**config.mk**
```make
export PLATFORM = sky130hd
export DESIGN_NAME = fetch_stage
export DESIGN_NICKNAME = d
export VERILOG_FILES = /design/src/rtl/fetch_stage.sv
export SDC_FILE = /design/constraint.sdc
export NUM_CORES = 1
export LEC_CHECK = 0
export ABC_CLOCK_PERIOD_IN_PS = 7300
export CORE_UTILIZATION = 23
export DETAILED_ROUTE_END_ITERATION = 16
export HOLD_SLACK_MARGIN = 0.1
export SYNTH_ARGS = -nofsm -noshare
export SYNTH_HDL_FRONTEND = slang
export SYNTH_SLANG_ARGS = --single-unit
```
**constraint.sdc**
```tcl
create_clock -name clk -period 7.3 [get_ports clk]
set_input_delay 1.46 -clock clk [delete_from_list [all_inputs] [get_ports clk]]
set_output_delay 1.46 -clock clk [all_outputs]
set_load 0.005 [all_outputs]
```
**src/rtl/fetch_stage.sv**
```systemverilog
// Instruction fetch: one outstanding request, one-entry skid buffer, redirect flush.
// Optional FETCH_MISALIGN_CHECK_EN adds a sticky MisalignErr that halts fetch.
module fetch_stage #(
  parameter logic [31:0] RESET_PC  = 32'h0000_0000,
  parameter logic [31:0] NOP_INSTR = 32'h0000_0013
) (
  input  logic        clk,
  input  logic        rst,
  output logic        IMemReq,
  output logic [31:0] IMemAddr,
  input  logic        IMemReady,
  input  logic [31:0] IMemRData,
  input  logic        Stall,
  input  logic        PCSrc,
  input  logic [31:0] PCTarget,
  output logic        InstrValid,
  output logic [31:0] Instr,
  output logic [31:0] PC,
  output logic [31:0] PCPlus4,
  output logic [6:0]  op,
  output logic [2:0]  funct3,
  output logic        funct7_5
`ifdef FETCH_MISALIGN_CHECK_EN
  ,
  output logic        MisalignErr
`endif
);

  typedef enum logic [1:0] {
    ST_REQ,
    ST_FULL,
    ST_DROP
  } state_t;

  state_t      state, state_n;
  logic [31:0] fetch_pc, pc_n;
  logic [31:0] hold_addr, hold_n;
  logic        live;
  logic        valid_q, v_n;
  logic [31:0] instr_q, i_n;
  logic [31:0] pc_q, p_n;
  logic [31:0] pcp4_q, p4_n;
  logic [31:0] skid_instr, sk_i_n;
  logic [31:0] skid_pc, sk_p_n;
  logic        err;
  logic        fire, redirect, accept;
  logic [31:0] tgt;

  assign fire     = IMemReq & IMemReady;
  assign redirect = PCSrc & valid_q;
  assign accept   = ~valid_q | ~Stall;
  assign tgt      = PCTarget & 32'hFFFF_FFFC;

  // DROP keeps the abandoned request alive until the memory answers it
  assign IMemReq  = live & ((state == ST_DROP) |
                            ((state == ST_REQ) & ~err));
  assign IMemAddr = (state == ST_DROP) ? hold_addr : fetch_pc;

  assign InstrValid = valid_q;
  assign Instr      = valid_q ? instr_q : NOP_INSTR;
  assign PC         = pc_q;
  assign PCPlus4    = pcp4_q;
  assign op         = Instr[6:0];
  assign funct3     = Instr[14:12];
  assign funct7_5   = Instr[30];

  always_comb begin
    state_n = state;
    pc_n    = fetch_pc;
    hold_n  = hold_addr;
    v_n     = valid_q & Stall;
    i_n     = instr_q;
    p_n     = pc_q;
    p4_n    = pcp4_q;
    sk_i_n  = skid_instr;
    sk_p_n  = skid_pc;
    if (redirect) begin
      v_n     = 1'b0;
      pc_n    = tgt;
      hold_n  = IMemAddr;
      state_n = (IMemReq && !IMemReady) ? ST_DROP : ST_REQ;
    end else begin
      unique case (state)
        ST_REQ: begin
          if (fire) begin
            pc_n = fetch_pc + 32'd4;
            if (accept) begin
              v_n  = 1'b1;
              i_n  = IMemRData;
              p_n  = fetch_pc;
              p4_n = fetch_pc + 32'd4;
            end else begin
              sk_i_n  = IMemRData;
              sk_p_n  = fetch_pc;
              state_n = ST_FULL;
            end
          end
        end
        ST_FULL: begin
          if (!Stall) begin
            v_n     = 1'b1;
            i_n     = skid_instr;
            p_n     = skid_pc;
            p4_n    = skid_pc + 32'd4;
            state_n = ST_REQ;
          end
        end
        ST_DROP: begin
          if (IMemReady) state_n = ST_REQ;
        end
        default: state_n = ST_REQ;
      endcase
    end
  end

  always_ff @(posedge clk or posedge rst) begin
    if (rst) begin
      state      <= ST_REQ;
      fetch_pc   <= RESET_PC;
      hold_addr  <= RESET_PC;
      live       <= 1'b0;
      valid_q    <= 1'b0;
      instr_q    <= NOP_INSTR;
      pc_q       <= 32'd0;
      pcp4_q     <= 32'd0;
      skid_instr <= NOP_INSTR;
      skid_pc    <= 32'd0;
    end else begin
      state      <= state_n;
      fetch_pc   <= pc_n;
      hold_addr  <= hold_n;
      live       <= 1'b1;
      valid_q    <= v_n;
      instr_q    <= i_n;
      pc_q       <= p_n;
      pcp4_q     <= p4_n;
      skid_instr <= sk_i_n;
      skid_pc    <= sk_p_n;
    end
  end

`ifdef FETCH_MISALIGN_CHECK_EN
  always_ff @(posedge clk or posedge rst) begin
    if (rst) err <= 1'b0;
    else if (redirect && (PCTarget[1:0] != 2'b00)) err <= 1'b1;
  end
  assign MisalignErr = err;
`else
  assign err = 1'b0;
`endif

endmodule

```
# Word level (Yosys, flattened, before mapping)
# Cells that the tools add are included.
[word_totals]
input_bits = 69
n_memories = 0
regBits = 228
out_inout_bits = 141
ram_bits = 0
latch_bits = 0
romBits = 0
elab_cells = 70
[op_classes]
shifts = 0
multipliers = 0
eq_ne = 9
addsub = 2
n_reduce_logical = 10
mux = 29
order_cmp = 0
bitwise = 10
div = 0
[ops]
columns = ["cell", "count"]
rows = [
  ["$mux 32", 14],
  ["$pmux 32 s2", 3],
  ["$add 32x3->32 const B", 2],
  ["$mux 2", 6],
  ["$ne 3x3->1 const B", 4],
  ["$reduce_and 4->1", 2],
  ["$ne 2x2->1 const B", 3],
  ["$pmux 2 s3", 1],
  ["$reduce_bool 2->1", 3],
  ["$reduce_and 5->1", 1],
  ["$and 1x1->1", 4],
  ["$mux 1", 4],
  ["$not 1->1", 4],
  ["$eq 2x1->1 const B", 1],
  ["$eq 2x2->1 const B", 1],
  ["$logic_not 2->1", 1],
  ["$or 1x1->1", 2],
  ["$pmux 1 s2", 1],
  ["$reduce_and 2->1", 1],
  ["$logic_and 1x1->1", 1],
  ["$logic_not 1->1", 1],
]

# Depth between registers and ports, before layout
# Gate-level depths: netlist of run 1.
[depth]
depth_word = 7
mapped_depth = 7
depth_no_buf = 6

# Least setup slack after synthesis of run 1
# Ideal clock, no wire load.
[synth_timing]
kind = "register to output"
start = "register state[0]"
end = "output IMemAddr[11]"
required_ns = 5.840
n_path_buf = 2
path_stages_with_launch = 5
path_slack_ns = 4.313
arrival_time_ns = 1.527
cell_sequence = "dfrtp_1 > nor2b_1 > clkbuf_1 > buf_1 > mux2_2"
[synth_via]
elab_chain_cells = 2
[synth_rtl]
columns = ["element", "line_no", "source"]
rows = [
  ["start, declared", "35", "state_t state, state_n;"],
  ["start signal, assigned", "129", "state <= state_n;"],
  ["$eq 2x2->1", "57", "assign IMemAddr = (state == ST_DROP) ? hold_addr : fetch_pc;"],
  ["$mux 32", "57", ""],
  ["end, declared", "10", "output logic [31:0] IMemAddr,"],
]
# Every way passes these cells.

# Worst setup path in the final report of run 1
[layout_timing]
start = "register state[1]"
end = "output IMemAddr[28]"
# Same word-level chain as after synthesis.

==> impl_metrics.ini, run 1 <==
[status]
outcome = finished clean

[layout]
final_common_cell = sky130_fd_sc_hd__dfrtp_1
final_design_area_no_fill_sq_mm = 0.01484
utilization = 0.3032
nets = 1300
syn_to_final_growth_pct = 29.97
ff_latch_area_sq_mm = 0.005513
layout_common_cells = sky130_fd_sc_hd__dfrtp_1 (214), sky130_fd_sc_hd__clkdlybuf4s50_1 (203), sky130_fd_sc_hd__nand2_1 (161), sky130_fd_sc_hd__mux2_2 (116), sky130_fd_sc_hd__o21ai_0 (103)
stdcell_count = 1915
multi_input_combinational_cell_area_sq_mm = 0.005344
post_route_cells_drive_above_1_share = 0.1712
fillCellCount = 5073

[sta]
setup-tns-final_ns = 0
finalHoldViolations = 0
finClkSkew_ns = 0.01092
max_freq_mhz = 228.5
timing.max_slew.rel_slack = 0.2230
rsz0062_at_grt = no
timing_max_transition_violations_final = 0
period_share = 0.5995
final.min_clock_period_ns = 4.376
finalWorstSetupSlack_ns = 2.924
timing.final.setup_violations = 0
worst_slew_pin_slew_ns = 1.163
hold_slack_ns = 0.4727

[worst_setup_path]
crit_path_start_kind = register
worst_path_max_delay_cell = sky130_fd_sc_hd__nor2b_4
cp_data_arrival_time_ns = 2.92
crit_chain = nor2b_4, mux2_2, clkdlybuf4s50_1
timing.reg2reg.setup_slack_ns = 4.01
timing.critical_path.fanout_max = 37
worstPathRequired_ns = 5.84
critical_path_sink_type = output port
timing.setup.critical_path_class = register to output port
cell_family_with_the_largest_share_of_critical_path_delay = simple AND/OR/NAND/NOR gates
critical-path-max-stage-delay_ns = 0.98
cp.buffers_inverters = 1

[clock_tree]
cts-buffers-inserted = 28
clock_latency_ns = 0.55
cts_tree = done
cts-hold-fix-buffers = 0
cts_sinks = 220
ctsHtreeMaxLevel = 1
clk_pin_slew_ns = 0.06
number_of_gates_resized_after_cts = 0
postCtsSetupBuffers = 0
ctsRootBufferMaster = sky130_fd_sc_hd__clkbuf_16
cts_max_path_buffers = 3

[global_route]
grt_remaining_overflow = 0
grt_first_pass_wirelength_um = 52710
grt_antenna_before_repair = 0
grt_start_max_net_pins = 182
grt_pass1_vias = 8685
globalRouteTotalUtil = 0.1343

[logic_synthesis]
synthesis.yosys.warnings = 0
yosys_register_bits = 220
asyncSetResetFlopFracSynth = 1.000
yosys.cell_types.count = 64
synth.avg_cell_area_sq_um = 10.53
postSynthCellCount = 1085
syn_area_sq_mm = 0.01142
synth_edf_count = 0
ys_dominant_reg_cell = sky130_fd_sc_hd__dfrtp_1
seq_area_frac_synth = 0.4827

[floorplanning]
std_cell_rows = 81
die_footprint_sq_mm = 0.05055
die-width_um = 224.8
die_h_um = 224.8
initial_utilization = 0.2333
floorplan.core_area_sq_mm = 0.04895
top_level_ports = 210

[placement]
post-place-cells = 1863
placement.io_buffers = 203
detailedPlace.worstSlack_ns = 3.129
routabilityCongestion = 0.7930
placedInstanceArea_sq_mm = 0.01386
post-dp-hpwl_um = 23180

[detailed_routing]
detail_route.drc_violations = 0
number_of_iterations_in_the_first_detailed_routing_pass = 5
wl_per_cell_um = 17.68
ant_nets = 0
average_via_count_per_standard_cell = 4.453
routed-via-count = 8527
first_drt_iteration_drcs = 528
route.final.wire_length_um = 33860

[pwr]
p_leak_nw = 6.291
worst_ir_drop_vdd_uv = 189.1
total_power_mw = 4.908
power.density_cell_area_mw_per_mm2 = 330.7

[flow_run]
maxCapViolations = 0

[min_path]
hold_class = register to register
==> kinds of logic after synthesis <==
family / after synthesis / share of synthesized area
compound gates: 153 / 0.07483
other cells: 2 / 0.0006576
mux: 183 / 0.1732
simple gates: 334 / 0.1519
xor+xnor: 78 / 0.05982
flops: 220 / 0.4827
buf+inv: 113 / 0.05467
fa+ha+maj: 2 / 0.002191
==> worst paths after layout <==
| kind | from | endpoint | cells past startpoint |
|---|---|---|---|
| setup / recovery | state[1] | IMemAddr[28] | 3 |
| hold / removal | instr_q[16] | instr_q[16] | 2 |
| setup reg to reg | InstrValid | hold_addr[26] | 5 |
| hold reg to reg | instr_q[16] | instr_q[16] | 2 |
| max in group asynchronous | rst | state[0] | 4 |
| min in group asynchronous | rst | PC[26] | 3 |
==> worst register-to-register path, stage by stage (launching register included) <==
cell	delay (ns)
sky130_fd_sc_hd__dfrtp_1	1.04
sky130_fd_sc_hd__and2_2	0.30
sky130_fd_sc_hd__buf_4	0.49
sky130_fd_sc_hd__nand2b_1	0.59
sky130_fd_sc_hd__buf_4	0.43
sky130_fd_sc_hd__mux2_2	0.32
==> cell usage after synthesis (2+ instances only) <==
master	n	area, sq um
sky130_fd_sc_hd__and4_2	2	20.02
sky130_fd_sc_hd__o211ai_1	3	22.52
sky130_fd_sc_hd__and3_1	8	50.05
sky130_fd_sc_hd__nor2b_1	2	12.51
sky130_fd_sc_hd__and2_1	34	212.7
sky130_fd_sc_hd__clkbuf_1	45	168.9
sky130_fd_sc_hd__nand2b_1	5	31.28
sky130_fd_sc_hd__o21ai_1	8	40.04
sky130_fd_sc_hd__o21a_1	2	15.01
sky130_fd_sc_hd__buf_1	10	37.54
sky130_fd_sc_hd__a21oi_1	16	80.08
sky130_fd_sc_hd__conb_1	2	7.510
sky130_fd_sc_hd__inv_1	8	30.03
sky130_fd_sc_hd__mux2_2	116	1306
sky130_fd_sc_hd__o21ai_0	103	515.5
sky130_fd_sc_hd__a22o_1	2	17.52
sky130_fd_sc_hd__xnor2_1	36	315.3
sky130_fd_sc_hd__buf_4	19	142.6
sky130_fd_sc_hd__nand2_1	161	604.3
sky130_fd_sc_hd__a31oi_1	2	12.51
sky130_fd_sc_hd__nor4_1	9	56.30
sky130_fd_sc_hd__buf_6	4	45.04
sky130_fd_sc_hd__nand3_4	3	52.55
sky130_fd_sc_hd__nor4_2	3	37.54
sky130_fd_sc_hd__nand4_2	3	37.54
sky130_fd_sc_hd__o221ai_1	8	70.07
sky130_fd_sc_hd__xor2_1	42	367.9
sky130_fd_sc_hd__clkbuf_8	4	55.05
sky130_fd_sc_hd__nand3_1	26	130.1
sky130_fd_sc_hd__nand4_1	17	106.4
sky130_fd_sc_hd__a21o_1	3	22.52
sky130_fd_sc_hd__and4_1	2	17.52
sky130_fd_sc_hd__nor2_1	27	101.4
sky130_fd_sc_hd__ha_1	2	25.02
sky130_fd_sc_hd__mux2i_1	66	660.6
sky130_fd_sc_hd__dfstp_2	6	157.7
sky130_fd_sc_hd__nor3_1	18	90.09
sky130_fd_sc_hd__buf_2	17	85.08
sky130_fd_sc_hd__dfrtp_1	214	5355
sky130_fd_sc_hd__nor4_4	3	63.81
==> state kept, by name, summed over array words and instances (netlist names) <==
| register | count |
|---|---|
| PCPlus4 | 30 |
| instr_q | 32 |
| state | 2 |
| InstrValid | 1 |
| hold_addr | 32 |
| skid_instr | 32 |
| PC | 30 |
| skid_pc | 30 |
| fetch_pc | 30 |
| live | 1 |
==> area by class of cell <==
cell class	count	area share
sequential	220	0.3714
multi-input combinational	755	0.3601
timing repair buffer	216	0.1443
tap	664	0.05598
clock buffer	36	0.05404
clock inverter	15	0.01172
inverter	8	0.002276
antenna	1	0.0001686
==> report_power, final <==
group | internal [mW] | total, mW | switching [mW] | leakage (nW)
Clock | 0.882 | 1.44 | 0.562 | 0.467
Sequential | 1.65 | 2.08 | 0.436 | 2.77
Combinational | 0.821 | 1.38 | 0.560 | 3.05
Total | 3.35 | 4.91 | 1.56 | 6.29
==> layer usage <==
| layer | track usage | wire length (um) | vias up |
|---|---|---|---|
| li1 | - | - | 4015 |
| met3 | 0.02417 | 1759 | 43 |
| met5 | 0 | 0 | - |
| met4 | 0.03204 | 732 | 0 |
| met1 | 0.1838 | 15560 | 4222 |
| met2 | 0.2182 | 15810 | 247 |
Power figures use the tool's default switching activity.
==> run 2, diff against run 1 <==
- ABC_CLOCK_PERIOD_IN_PS: 7300 -> 4070
- clock period: 7.3 -> 4.07 ns (I/O delays scaled with it)
==> impl_metrics.ini, run 2 (synthesis gave the netlist of run 1 again) <==
[clock_tree]
ctsRootBufferMaster = sky130_fd_sc_hd__clkbuf_16
cts_max_path_buffers = 3
postCtsSetupBuffers = 0
cts_tree = done
ctsHtreeMaxLevel = 1
clk_pin_slew_ns = 0.06
cts-buffers-inserted = 28
cts_sinks = 220
number_of_gates_resized_after_cts = 0
cts-hold-fix-buffers = 0
clock_latency_ns = 0.56

[layout]
top_regs = hold_addr x32, instr_q x32, skid_instr x32
post_route_cells_drive_above_1_share = 0.1755
final_common_cell = sky130_fd_sc_hd__dfrtp_1
syn_to_final_growth_pct = 31.02
layout_common_cells = sky130_fd_sc_hd__dfrtp_1 (214), sky130_fd_sc_hd__clkdlybuf4s50_1 (203), sky130_fd_sc_hd__nand2_1 (161), sky130_fd_sc_hd__mux2_2 (116), sky130_fd_sc_hd__o21ai_0 (103)
antenna-diode-count = 0
stdcell_count = 1923
nets = 1309
utilization = 0.3057

[worst_setup_path]
worstPathRequired_ns = 3.26
timing.setup.critical_path_class = register to output port
timing.critical_path.fanout_max = 24
cp_data_arrival_time_ns = 2.70
crit_path_start_kind = register
critical_path_sink_type = output port

[min_path]
hold_class = register to register

[global_route]
grt.busiest_layer = met2
grt_pass1_vias = 8530
globalRouteTotalUtil = 0.1314
routing_usage_on_met2 = 0.2138
grt_start_max_net_pins = 80
met3_usage = 0.02077
grt_remaining_overflow = 0
grt_antenna_before_repair = 0
grt_first_pass_wirelength_um = 51350
grt.met1_usage = 0.1808

[pwr]
internal-power_mw = 6.101
p_leak_nw = 6.361
power.share.sequential = 0.418
worst_ir_drop_vdd_uv = 374.9
power.density_cell_area_mw_per_mm2 = 595.3
power.share.clock = 0.299
power.net_switching_mw = 2.806
share_comb_of_total_power = 0.282
power.switching_fraction = 0.3150

[floorplanning]
die-width_um = 224.8
die_h_um = 224.8
initial_utilization = 0.2333
die_footprint_sq_mm = 0.05055
top_level_ports = 210
floorplan.core_area_sq_mm = 0.04895
std_cell_rows = 81

[placement]
post-place-cells = 1872
routabilityCongestion = 0.8233
post-dp-hpwl_um = 23860
placement.io_buffers = 203

[detailed_routing]
first_drt_iteration_drcs = 493
average_via_count_per_standard_cell = 4.449
wl_per_cell_um = 17.53
routed-via-count = 8556
number_of_iterations_in_the_first_detailed_routing_pass = 6
ant_nets = 0
detail_route.drc_violations = 0
route.final.wire_length_um = 33710

[sta]
rsz0062_at_grt = no
setup-tns-final_ns = 0
timing.max_slew.rel_slack = 0.4036
timing.final.setup_violations = 0
max_freq_mhz = 284.2
final.min_clock_period_ns = 3.518
timing_max_transition_violations_final = 0
finalHoldViolations = 0
finClkSkew_ns = 0.02100
period_share = 0.8645
worst_slew_pin_slew_ns = 0.8912

[status]
outcome = finished clean

[flow_run]
maxCapViolations = 0
## run 2: cell types whose count changed in the layout (fill, tap and decap cells not counted), moves of 2 or more
| cell | previous run | this run |
|---|---|---|
| sky130_fd_sc_hd__buf_4 | 12 | 19 |
| sky130_fd_sc_hd__clkbuf_8 | 5 | 8 |
| sky130_fd_sc_hd__buf_12 | 1 | 3 |
| sky130_fd_sc_hd__clkbuf_1 | 2 | 4 |
| sky130_fd_sc_hd__clkinv_2 | 4 | 2 |
| sky130_fd_sc_hd__clkinv_4 | 2 | 0 |
| sky130_fd_sc_hd__clkinvlp_4 | 6 | 4 |
## run 2: metal layers
metal / share of wire / routed length (um)
met2: 0.46 / 15590
met1: 0.47 / 15830
met4: 0.023 / 768
met5: 0 / 0
met3: 0.045 / 1517
## run 2: metrics by stage
step	worst slack, ns	hold WS (ns)	power (mW)	instance area [sq um]
after floorplan	0.3928	0.4424	4.950	11430
after global placement	0.6317	0.4555	6.236	13960
after detailed placement	0.5798	0.4632	6.304	13960
after CTS	0.4851	0.4773	9.041	14960
after global routing	0.4588	0.4933	9.443	14960
final	0.5516	0.4732	8.907	14960
## run 2: final timing paths
check                                 start      endpoint  slack [ns]  cells after the start
worst max-delay path               state[1]  IMemAddr[31]        0.55                      4
worst min-delay path             instr_q[9]    instr_q[9]        0.47                      2
worst min register to register   instr_q[9]    instr_q[9]        0.47                      2
worst max register to register  fetch_pc[2]   PCPlus4[30]        1.34                      6
min in group asynchronous               rst   PCPlus4[27]        0.63                      2
max in group asynchronous               rst  hold_addr[6]        2.45                      3
## run 2: worst max-delay path, cell delays in order, from the launching register on
cell	delay, ns
sky130_fd_sc_hd__dfrtp_1	0.48
sky130_fd_sc_hd__nor2b_4	0.53
sky130_fd_sc_hd__buf_12	0.25
sky130_fd_sc_hd__mux2_2	0.41
sky130_fd_sc_hd__clkdlybuf4s50_1	0.46
## run 2: power by group through the flow
stage | logic, mW | registers (mW) | clock network, mW
global placement | 2.52 | 3.72 | 0
CTS | 2.57 | 3.72 | 2.75
detailed placement | 2.55 | 3.75 | 0
global route | 2.77 | 3.84 | 2.83
finish | 2.52 | 3.73 | 2.67
floorplan | 1.56 | 3.39 | 0
## run 2: layout make-up
cell class | count | area (sq um)
clock inverter | 11 | 180.2
fill | 5065 | 33990
multi-input combinational | 755 | 5344
timing repair buffer | 225 | 2235
clock buffer | 40 | 825.8
tap | 664 | 830.8
inverter | 8 | 33.78
sequential | 220 | 5513
